===== config.mk =====
export PLATFORM = sky130hd
export DESIGN_NAME = dmem_dual_lane_sequencer
export DESIGN_NICKNAME = d
export VERILOG_FILES = /design/src/rtl/dmem_dual_lane_sequencer.sv
export SDC_FILE = /design/constraint.sdc
export NUM_CORES = 1
export LEC_CHECK = 0
export CAP_MARGIN = 20
export CORE_MARGIN = 2
export CORE_UTILIZATION = 38
export DETAILED_ROUTE_END_ITERATION = 12
export PLACE_DENSITY = 0.87
export SYNTH_ARGS = -nofsm -noshare
export SYNTH_HDL_FRONTEND = slang
export SYNTH_SLANG_ARGS = --single-unit

===== constraint.sdc =====
create_clock -name clk -period 4.46 [get_ports clk]
set_clock_uncertainty 0.15 [all_clocks]
set_input_delay 1.338 -clock clk [delete_from_list [all_inputs] [get_ports clk]]
set_output_delay 1.338 -clock clk [all_outputs]
set_load 0.005 [all_outputs]

===== src/rtl/dmem_dual_lane_sequencer.sv =====
// Serialises a two-lane load/store bundle onto a single req/ready/rvalid memory port.
// Lanes go out strictly in program order, one at a time. Load data is extracted, extended and registered per lane.
module dmem_dual_lane_sequencer #(
   parameter int ADDR_W = 32,
   parameter int DATA_W = 32
) (
   input  logic                clk,
   input  logic                resetn,
   input  logic                req_valid,
   input  logic                flush,
   input  logic [1:0]          rd_en,
   input  logic [1:0]          wr_en,
   input  logic [5:0]          mem_type,
   input  logic [2*ADDR_W-1:0] addr,
   input  logic [2*DATA_W-1:0] wdata,
   output logic                stall,
   output logic                resp_valid,
   output logic [2*DATA_W-1:0] rdata,
   output logic                mem_req,
   output logic                mem_we,
   output logic [ADDR_W-1:0]   mem_addr,
   output logic [3:0]          mem_wstrb,
   output logic [DATA_W-1:0]   mem_wdata,
   input  logic                mem_ready,
   input  logic                mem_rvalid,
   input  logic [DATA_W-1:0]   mem_rdata
);

   localparam logic [2:0] IDLE  = 3'd0;
   localparam logic [2:0] REQ0  = 3'd1;
   localparam logic [2:0] WAIT0 = 3'd2;
   localparam logic [2:0] REQ1  = 3'd3;
   localparam logic [2:0] WAIT1 = 3'd4;
   localparam logic [2:0] DONE  = 3'd5;
   localparam logic [2:0] DRAIN = 3'd6;

   logic [2:0]        state;
   logic [2:0]        state_nxt;
   logic [1:0]        active;
   logic              lane;
   logic              issuing;
   logic              waiting;
   logic              lane_we;
   logic              lane_rd;
   logic [2:0]        lane_type;
   logic [ADDR_W-1:0] lane_addr;
   logic [DATA_W-1:0] lane_wdata;
   logic [3:0]        lane_wstrb;
   logic [DATA_W-1:0] lane_wrep;
   logic [7:0]        byte_sel;
   logic [15:0]       half_sel;
   logic [DATA_W-1:0] load_data;
   logic              capture;

   assign active     = rd_en | wr_en;
   assign lane       = (state == REQ1) || (state == WAIT1);
   assign issuing    = (state == REQ0) || (state == REQ1);
   assign waiting    = (state == WAIT0) || (state == WAIT1);
   assign lane_we    = wr_en[lane];
   assign lane_rd    = rd_en[lane];
   assign lane_type  = lane ? mem_type[5:3] : mem_type[2:0];
   assign lane_addr  = lane ? addr[2*ADDR_W-1:ADDR_W] : addr[ADDR_W-1:0];
   assign lane_wdata = lane ? wdata[2*DATA_W-1:DATA_W] : wdata[DATA_W-1:0];

   // Outputs depend only on the state register and the lane inputs held stable under stall.
   assign stall      = req_valid & (|active) & (state != DONE) & ~flush;
   assign resp_valid = (state == DONE);
   assign mem_req    = issuing;
   assign mem_we     = issuing & lane_we;
   assign mem_addr   = issuing ? {lane_addr[ADDR_W-1:2], 2'b00} : '0;
   assign mem_wstrb  = mem_we ? lane_wstrb : 4'b0000;
   assign mem_wdata  = mem_we ? lane_wrep : '0;

   always_comb begin
      // NOTE: every always_comb output gets a default first so no latch is inferred.
      lane_wstrb = 4'b1111;
      lane_wrep  = lane_wdata;
      case (lane_type)
         3'd0, 3'd1: begin
            lane_wstrb = 4'b0001 << lane_addr[1:0];
            lane_wrep  = {4{lane_wdata[7:0]}};
         end
         3'd2, 3'd3: begin
            lane_wstrb = lane_addr[1] ? 4'b1100 : 4'b0011;
            lane_wrep  = {2{lane_wdata[15:0]}};
         end
         default: ;
      endcase
   end

   always_comb begin
      byte_sel = mem_rdata[7:0];
      case (lane_addr[1:0])
         2'd1:    byte_sel = mem_rdata[15:8];
         2'd2:    byte_sel = mem_rdata[23:16];
         2'd3:    byte_sel = mem_rdata[31:24];
         default: ;
      endcase
      half_sel  = lane_addr[1] ? mem_rdata[31:16] : mem_rdata[15:0];
      load_data = mem_rdata;
      case (lane_type)
         3'd0:    load_data = {{24{byte_sel[7]}}, byte_sel};
         3'd1:    load_data = {24'd0, byte_sel};
         3'd2:    load_data = {{16{half_sel[15]}}, half_sel};
         3'd3:    load_data = {16'd0, half_sel};
         default: ;
      endcase
   end

   always_comb begin
      state_nxt = state;
      case (state)
         IDLE:
            if (req_valid && (|active) && !flush) state_nxt = active[0] ? REQ0 : REQ1;
         REQ0, REQ1:
            if (mem_ready)  state_nxt = flush ? DRAIN : ((state == REQ0) ? WAIT0 : WAIT1);
            else if (flush) state_nxt = IDLE;
         WAIT0, WAIT1:
            // A response arriving with the flush has already drained the port.
            if (mem_rvalid)      state_nxt = flush ? IDLE :
                                             ((state == WAIT0) && active[1]) ? REQ1 : DONE;
            else if (flush)      state_nxt = DRAIN;
         DONE:    state_nxt = IDLE;
         DRAIN:   if (mem_rvalid) state_nxt = IDLE;
         default: state_nxt = IDLE;
      endcase
   end

   assign capture = waiting & mem_rvalid & ~flush & lane_rd;

   always_ff @(posedge clk or negedge resetn) begin
      if (!resetn) begin
         state <= IDLE;
         rdata <= '0;
      end else begin
         // NOTE: sequential state uses non-blocking assignments only.
         state <= state_nxt;
         if (capture) begin
            if (lane) rdata[2*DATA_W-1:DATA_W] <= load_data;
            else      rdata[DATA_W-1:0]        <= load_data;
         end
      end
   end

   rvalid_only_when_expected: assert property (@(posedge clk) disable iff (!resetn)
      mem_rvalid |-> (state == WAIT0 || state == WAIT1 || state == DRAIN));

endmodule


==> results.md, run 1 <==
* Status: finished, violations left
* Failing checks: setup timing
* Htree depth at 3
* Worst Path Arrival at 2970 ps
* Largest family of logic cells by synthesized area: compound AO/OA/AOI/OAI gates
* Clock Sink Count at 67
* Synth area leaders: dfrtp_1 33%, mux2i_1 11%, nor2_1 9.1%, a221oi_2 6.1%, a31oi_1 4.3%
* Fillers at 1030
* Clock power share at 0.121
* Routed Antenna Nets at 0
* Hold WS at 403 ps
* Layout area overhead at 77.6%
* Core Box Area at 13200 um2
* Logic pwr share at 0.671
* Fmax at 0.224 GHz
* Starting Density at 0.389
* Worst path max stage delay at 250 ps
* First-pass GRT wire length at 31.8 mm
* Simple-Gate Fraction of Synth Area at 0.183
* DR vias at 6166
* Min Clock Period, post-route at 4460 ps
* Compound-Gate Fraction of Synth Area at 0.282
* DIE WIDTH at 120 um
* Family with the most delay on the worst path: buffers and inverters
* Longest Clk Path Bufs at 2
* Int Pwr at 3180 uW
* Cts hold-fix bufs at 0
* Rel. slew slack at 0.326
* Number of buffers created by CTS at 9
* Setup WS post-layout at -2.80 ps
* Top-Level Pins at 312
* Die ar. at 14500 um2
* Synth Flop Type: dfrtp_1
* Die H at 120 um
* Max-Cap Viols at 0
* Worst endpoint required time at 2970 ps
* Sequential Power Share at 0.209
* # rows at 42
* Largest net degree at the start of global routing at 65
* Count leader, synth: nor2_1
* Leakage at 0.00387 uW
* CTS tree: built
* Worst-path clk slew at 50 ps
* Startpoint Class: input port
* Vias in the first global route at 6053
* Critical-path top delay cell: dlygate4sd2_1
* IO Port Bufs at 309
* Final Wtd Congestion at 0.874
* Layout cell share with drive strength beyond 1 at 0.201
* Switch Pwr at 2150 uW
* Final Util at 0.691
* Post-synth EDFFs at 0
* Seq/Total Area, Yosys at 0.327
* CP Cell Sequence: dlygate4sd2_1, nor3_1, o21ai_1, nand2_2, buf_4, nand2_2, buf_4, a211oi_2, buf_2
* Kind of critical path: in -> out
* Overflow left after global routing at 0
* Detailed Place HPWL at 15.8 mm
* Adder-Cell Fraction of Synth Area at 0.00390
* DRC violations left at 0
* Endpoints failing setup at 1
* Post-synth top cells: 125 x nor2_1, 67 x dfrtp_1, 54 x mux2i_1, 40 x nand2_1, 35 x a31oi_1
* Root Driver: clkbuf_16
* Initial antenna violation count at 2
* Syn Std Cell Area at 5130 um2
* Slew @ Worst Pin at 1010 ps
* Total Routing Usage GR at 0.278
* Final Hold Viols at 0
* Vias/cell at 5.54
* Number of library cell types mapped by synthesis at 56
* Power Density at 584 nW/um2
* XOR/XNOR Fraction of Synth Area at 0
* Async S/R FF share, synth at 1.00
* Worst setup EP type: primary output
* Fin nets at 1107
* WL per Instance at 18.7 um
* Iter 0 DRT Violations at 539
* Synth warn at 0
* Clock latency on the worst-skew pair at 320 ps
* WL final at 20.9 mm
* DRT Pass-1 Iters at 5
* WP buf/inv at 4
* Dominant cell type by area after synthesis: dfrtp_1
* Hold crit path type: reg -> reg
* Peak VDD IR at 238 uV
* Synth top area share at 0.327
* Post-synthesis mux area share at 0.145
* Switching share of power at 0.403
* Cells after Synth at 596
* Fin crit share at 1.00
* Slew Viols, Final at 0
* Synth Register Bits at 67
* Critical path fanouts, max at 6
* Syn avg cell area at 8.61 um2
[worst paths after layout]
check / cells past startpoint / slack (ps) / from / end
max: 9 / -3 / mem_type[4] / mem_wdata[9]
min: 2 / 400 / rdata[39] / rdata[39]
max reg2reg: 8 / 980 / state[2] / rdata[51]
min reg2reg: 2 / 400 / rdata[39] / rdata[39]
max in group asynchronous: 3 / 2670 / resetn / rdata[45]
min in group asynchronous: 1 / 670 / resetn / rdata[1]
[worst reg2reg max path, cell delays in order (launching register included)]
cell and delay, ps:
dfrtp_1 590, buf_4 270, nor2b_2 160, a221o_1 430, buf_4 170, o21ai_1 110
nand3_1 260, a211oi_4 920, a221oi_1 240
[cell type report]
type / count / area (um2) / area share
clock inverters: 7 / 45.0 / 0.00494
multi-input cells: 468 / 3290 / 0.361
clock buffers: 9 / 225 / 0.0247
flip-flops and latches: 67 / 1680 / 0.184
diodes: 2 / 5.00 / 0.000549
inverters: 6 / 22.5 / 0.00247
well taps: 176 / 220 / 0.0242
repair buffers: 379 / 3630 / 0.398
[metrics by stage]
| step | area [um2] | setup TNS [ps] | total power (uW) | worst slack [ps] | cells |
|---|---|---|---|---|---|
| 4_1_cts | 9050 | 0 | 5270 | 1.43 | 1109 |
| 3_5_place_dp | 8650 | -16950 | 4520 | -757 | 1079 |
| 6_report | 9120 | -2.80 | 5320 | -2.80 | 1114 |
| 3_3_place_gp | 8650 | -14680 | 4450 | -661 | 1079 |
| 5_1_grt | 9120 | -188 | 5680 | -38.7 | 1114 |
| 2_1_floorplan | 5140 | 0 | 2810 | 265 | 597 |
[registers in the layout, summed over array words and instances (netlist names)]
| register | count |
|---|---|
| state | 3 |
| rdata | 64 |
[timing repair]
action	4_1_cts	5_1_grt
pin swaps	9	11
endpoints found under the setup margin	34	31
buffers inserted	14	2
resized for setup	87	40
[power groups by stage]
stage                     registers, uW  logic [uW]  clock network (uW)
after floorplan                    1090        1720                   0
after global placement             1100        3350                   0
after detailed placement           1110        3410                   0
after CTS                          1110        3520                 649
after global routing               1150        3850                 681
final                              1110        3570                 642
[kinds of logic (layout without fill, tap and decap cells)]
logic type               after synthesis  count (layout)
other                                  1               4
AO/OA/AOI/OAI                        181             181
adder cells (fa/ha/maj)                2               2
AND/OR/NAND/NOR                      211             211
multiplexers                          72              72
flip-flops                            67              67
buffers and inverters                 62             401
[per-layer routing]
layer	global-route usage	routed length (um)	part of all wire	vias up
met3	0.0453	1310	0.063	60
li1	-	-	-	2888
met4	0.128	959	0.046	0
met2	0.494	10700	0.51	307
met5	0	0	0	-
met1	0.328	7900	0.38	2911
[layout by cell type (no fill, tap or decap), types with 9 or more instances in the layout]
master           instances
a21oi_1                 29
and3_1                  10
a211oi_1                17
dfrtp_1                 66
a221oi_1                12
buf_2                   13
mux2_2                  17
nor2_1                 123
clkbuf_16                9
o21ai_0                 10
a22oi_1                 17
mux2i_1                 54
a211oi_2                11
dlygate4sd2_1           12
a31oi_1                 34
a221oi_2                21
clkdlybuf4s50_1        267
buf_4                   58
nand2_1                 37
(Power assumes the default switching activity.)
==> inputs of run 2 (changes only) <==
--- a/config.mk
+++ b/config.mk
@@ -6,7 +6,7 @@
 export NUM_CORES = 1
 export LEC_CHECK = 0
 export CAP_MARGIN = 20
-export CORE_MARGIN = 2
+export CORE_MARGIN = 4
 export CORE_UTILIZATION = 38
 export DETAILED_ROUTE_END_ITERATION = 12
 export PLACE_DENSITY = 0.87
==> run 2 against run 1 <==
Net effect: the run now ends clean; via count fell by 1.3%; wire length fell by 1.3%; fmax rose by 0.93%; worst hold slack got worse by 5.8 ps; sequential share of layout area rose by 0.23 points; critical path depth fell by 1; critical path type unchanged; critical endpoint is now mem_wstrb[2]; largest power group unchanged.
==> results.md, run 2 (synthesized netlist as in run 1, its figures left out) <==
* Fillers at 1072
* Fmax at 0.226 GHz
* DR vias at 6083
* Kind of critical path: in -> out
* Fin crit share at 0.991
* Peak VDD IR at 234 uV
* IO Port Bufs at 309
* Clock Sink Count at 67
* Layout area overhead at 75.5%
* Total Routing Usage GR at 0.247
* Startpoint Class: input port
* Detailed Place HPWL at 16.0 mm
* Overflow left after global routing at 0
* DIE WIDTH at 124 um
* Hold WS at 397 ps
* Layout cell share with drive strength beyond 1 at 0.184
* Largest net degree at the start of global routing at 65
* Placed cells at 1072
* Status: completed
* # rows at 42
* Most Crowded Layer GR: met2
* First-pass GRT wire length at 31.3 mm
* Met3 Usage GRT at 0.0601
* Power Density at 589 nW/um2
* CTS tree: built
* Layout Cells excl Fill at 1097
* Die ar. at 15400 um2
* Htree depth at 3
* Routed Antenna Nets at 0
* Root Driver: clkbuf_16
* Min Clock Period, post-route at 4420 ps
* Vias in the first global route at 5961
* RSZ-0062 raised after global routing: true
* Number of buffers created by CTS at 9
* Top-Level Pins at 312
* Most frequent cells in the layout: 273 x clkdlybuf4s50_1, 123 x nor2_1, 66 x dfrtp_1
* Met1 usage at 0.285
* Final Hold Viols at 0
* Endpoints failing setup at 0
* Most common cell after layout, fill and taps aside: clkdlybuf4s50_1
* Vias/cell at 5.55
* Hold crit path type: reg -> reg
* DRC violations left at 0
* Critical path fanouts, max at 3
* Regs by FF count: rdata (64), state (3)
* Final Wtd Congestion at 0.861
* Core Box Area at 13200 um2
* Worst-path clk slew at 60 ps
* Fin nets at 1090
* Max-Cap Viols at 0
* Iter 0 DRT Violations at 472
* Slew Viols, Final at 0
* Starting Density at 0.388
* Initial antenna violation count at 2
* Die H at 124 um
* Leakage at 0.00371 uW
* Cts hold-fix bufs at 0
* Worst endpoint required time at 2970 ps
* WL per Instance at 18.8 um
* Clock latency on the worst-skew pair at 310 ps
* Biggest register: rdata
* Grt met2 use at 0.434
* Longest Clk Path Bufs at 2
* DRT Pass-1 Iters at 7
* WL final at 20.6 mm
* Largest register FFs at 64
* Slew @ Worst Pin at 1020 ps
* Rel. slew slack at 0.321
* Worst setup EP type: primary output
* Worst Path Arrival at 2930 ps
[run 2: what timing repair did]
action / 4_1_cts / 5_1_grt
resized for setup: 92 / 24
endpoints found under the hold margin: 0 / 0
setup buffers: 5 / 2
setup endpoints to repair: 28 / 24
pin swaps: 9 / 8
[run 2: cell type report]
class,instances,area [um2],area share
Sequential cell,67,1680,0.186
Tap cell,176,220,0.0245
Inverter,6,22.5,0.00250
Clock inverter,6,63.8,0.00709
Clock buffer,10,239,0.0265
Antenna cell,2,5.00,0.000556
Multi-Input combinational cell,468,3310,0.367
Timing Repair Buffer,362,3470,0.385
[run 2: worst max-delay path, cell delays in order]
cell	delay (ps)
clkdlybuf4s50_1	510
a21boi_2	190
o22ai_2	110
and2_1	210
a21oi_1	140
nor2_1	60
nor2_1	90
dlygate4sd2_1	280
[run 2: final timing paths]
| path | start | endpoint | slack (ps) | cells after the start |
|---|---|---|---|---|
| max | addr[1] | mem_wstrb[2] | 40 | 8 |
| min reg2reg | rdata[5] | rdata[5] | 400 | 2 |
| max in group asynchronous | resetn | rdata[57] | 2300 | 2 |
| min in group asynchronous | resetn | rdata[4] | 920 | 1 |
| max reg2reg | state[2] | rdata[16] | 1000 | 9 |
| min | rdata[5] | rdata[5] | 400 | 2 |
[run 2: through the flow]
| step | power, uW | setup WS, ps | instance area, um2 | util | setup TNS [ps] |
|---|---|---|---|---|---|
| after floorplan | 2810 | 265 | 5140 | - | 0 |
| final | 5300 | 38.5 | 9010 | 0.680 | 0 |
| after detailed placement | 4500 | -626 | 8590 | 0.649 | -15010 |
| after CTS | 5270 | 4.86 | 8940 | 0.675 | 0 |
| after global placement | 4430 | -526 | 8590 | 0.649 | -12870 |
| after global routing | 5650 | -58.2 | 9010 | 0.680 | -99.0 |
[run 2: report_power, final]
part | switching (uW) | internal [uW]
combinational | 1680 | 1830
clock | 260 | 448
sequential | 178 | 907
[run 2: per-layer routing]
metal  up-vias  share of wire  wire (um)
li1       2854              -          -
met1      2841           0.38       7740
met2       327           0.50      10300
met3        61          0.077       1580
met4         0          0.045        924
met5         -              0          0
==> inputs of run 3 (changes only) <==
--- a/config.mk
+++ b/config.mk
@@ -9,6 +9,7 @@
 export CORE_MARGIN = 4
 export CORE_UTILIZATION = 38
 export DETAILED_ROUTE_END_ITERATION = 12
+export MAX_ROUTING_LAYER = met4
 export PLACE_DENSITY = 0.87
 export SYNTH_ARGS = -nofsm -noshare
 export SYNTH_HDL_FRONTEND = slang
==> run 3 against run 2 <==
Net effect: critical path depth stayed put; sequential share of layout area stayed put; highest routed layer unchanged; non-clock buffer count stayed put; setup slack better by 0.54 ps; register-to-register slack hardly changed; largest cell class unchanged; count of clock-buffer cells in the layout stayed put; sequential cell count stayed put; cell count stayed put; largest power group unchanged; utilization stayed put.
==> results.md, run 3 (synthesized netlist as in run 1, its figures left out) <==
* Status: completed
* Most common cell after layout, fill and taps aside: clkdlybuf4s50_1
* Final Wtd Congestion at 0.875
* Setup WS post-layout at 39.1 ps
* Fin area at 9010 um2
* WL final at 20.5 mm
* Worst-path clk slew at 60 ps
* DIE WIDTH at 124 um
* Fin crit share at 0.991
* Switching share of power at 0.399
* R2R depth at 9
* Vias in the first global route at 5957
* Sequential Power Share at 0.204
* Htree depth at 3
* Clock latency on the worst-skew pair at 320 ps
* Leakage at 0.00371 uW
* DRC violations left at 0
* Kind of critical path: in -> out
* Root Driver: clkbuf_16
* DR vias at 6075
* # rows at 42
* Clock power share at 0.134
* Pre-CTS worst setup slack at -626 ps
* Multi-input logic area at 3310 um2
* Worst setup EP type: primary output
* Vias/cell at 5.54
* Power Density at 589 nW/um2
* Clock Sink Count at 67
* Slew @ Worst Pin at 1000 ps
* Hold crit path type: reg -> reg
* Cell area after placement at 8590 um2
* Total Routing Usage GR at 0.254
* Worst endpoint required time at 2970 ps
* Detailed Place HPWL at 16.0 mm
* Final Hold Viols at 0
* CTS tree: built
* Number of buffers created by CTS at 9
* Peak VDD IR at 234 uV
* Most frequent cells in the layout: 273 x clkdlybuf4s50_1, 123 x nor2_1, 66 x dfrtp_1
* Die H at 124 um
* Switch Pwr at 2120 uW
* RSZ-0062 raised after global routing: true
* Rel. slew slack at 0.331
* Layout cell share with drive strength beyond 1 at 0.184
* Layout Cells excl Fill at 1097
* Starting Density at 0.388
* First-pass GRT wire length at 31.3 mm
* Fmax at 0.226 GHz
* Slew Viols, Final at 0
* WL per Instance at 18.7 um
* Final Util at 0.680
* FF-to-FF Start: state[2]
* Fin nets at 1090
* Regs by FF count: rdata (64), state (3)
* Initial antenna violation count at 2
* Core Box Area at 13200 um2
* Iter 0 DRT Violations at 441
* Critical path fanouts, max at 3
* Longest Clk Path Bufs at 2
* Top-Level Pins at 312
* Layout area overhead at 75.5%
* FF/Latch Area at 1680 um2
* DRT Pass-1 Iters at 6
* IO Port Bufs at 309
* Worst hold path cell count at 2
* Die ar. at 15400 um2
* Fillers at 1072
* CP Launch Point: addr[1]
* Worst Path Arrival at 2930 ps
* Largest net degree at the start of global routing at 65
* Largest register FFs at 64
* Max-Cap Viols at 0
* Biggest register: rdata
* Min Clock Period, post-route at 4420 ps
* Endpoints failing setup at 0
* Placed cells at 1072
* Int Pwr at 3190 uW
* Power Total at 5300 uW
* Hold path startpoint: rdata[5]
* Startpoint Class: input port
* Logic pwr share at 0.662
* Routed Antenna Nets at 0
* Overflow left after global routing at 0
[run 3: cell counts in the layout (fill, tap and decap cells not counted)]
No cell type changed its count.
[run 3: critical path, stage by stage]
cell and delay [ps]:
clkdlybuf4s50_1 520, a21boi_2 200, o22ai_2 110, and2_1 210, a21oi_1 140, nor2_1 60, nor2_1 90, dlygate4sd2_1 280
[run 3: repair_timing]
item	in CTS	in global routing
setup buffers	5	2
pin swaps	9	8
hold buffers	0	0
endpoints found under the setup margin	28	24
endpoints found under the hold margin	0	0
resized for setup	92	24
[run 3: stage by stage]
step	hold slack [ps]	TNS [ps]
global placement	380	-12870
CTS	401	0
floorplan	393	0
global route	419	-99.0
finish	397	0
detailed placement	390	-15010
[run 3: cell type report]
type / instances / area share
tap: 176 / 0.0245
clock buffer: 10 / 0.0265
sequential: 67 / 0.186
clock inverter: 6 / 0.00709
multi-input combinational: 468 / 0.367
timing repair buffer: 362 / 0.385
inverter: 6 / 0.00250
antenna: 2 / 0.000556
[run 3: final timing paths]
kind	to	slack, ps
setup / recovery	mem_wstrb[2]	40
hold / removal	rdata[5]	400
setup reg to reg	rdata[16]	1000
hold reg to reg	rdata[5]	400
max in group asynchronous	rdata[23]	2310
min in group asynchronous	rdata[4]	910
[run 3: per-layer routing]
layer  part of all wire  track usage  up-vias
met5                  0            -        -
met4              0.042        0.104        0
met3              0.063       0.0460       57
met2               0.50        0.434      335
met1               0.39        0.295     2830
li1                   -            -     2853
[run 3: power groups by stage]
| stage | Sequential, uW | Clock, uW | Combinational, uW |
|---|---|---|---|
| after floorplan | 1090 | 0 | 1720 |
| after global placement | 1080 | 0 | 3350 |
| after detailed placement | 1090 | 0 | 3410 |
| after CTS | 1080 | 716 | 3470 |
| after global routing | 1120 | 751 | 3780 |
| final | 1080 | 709 | 3510 |
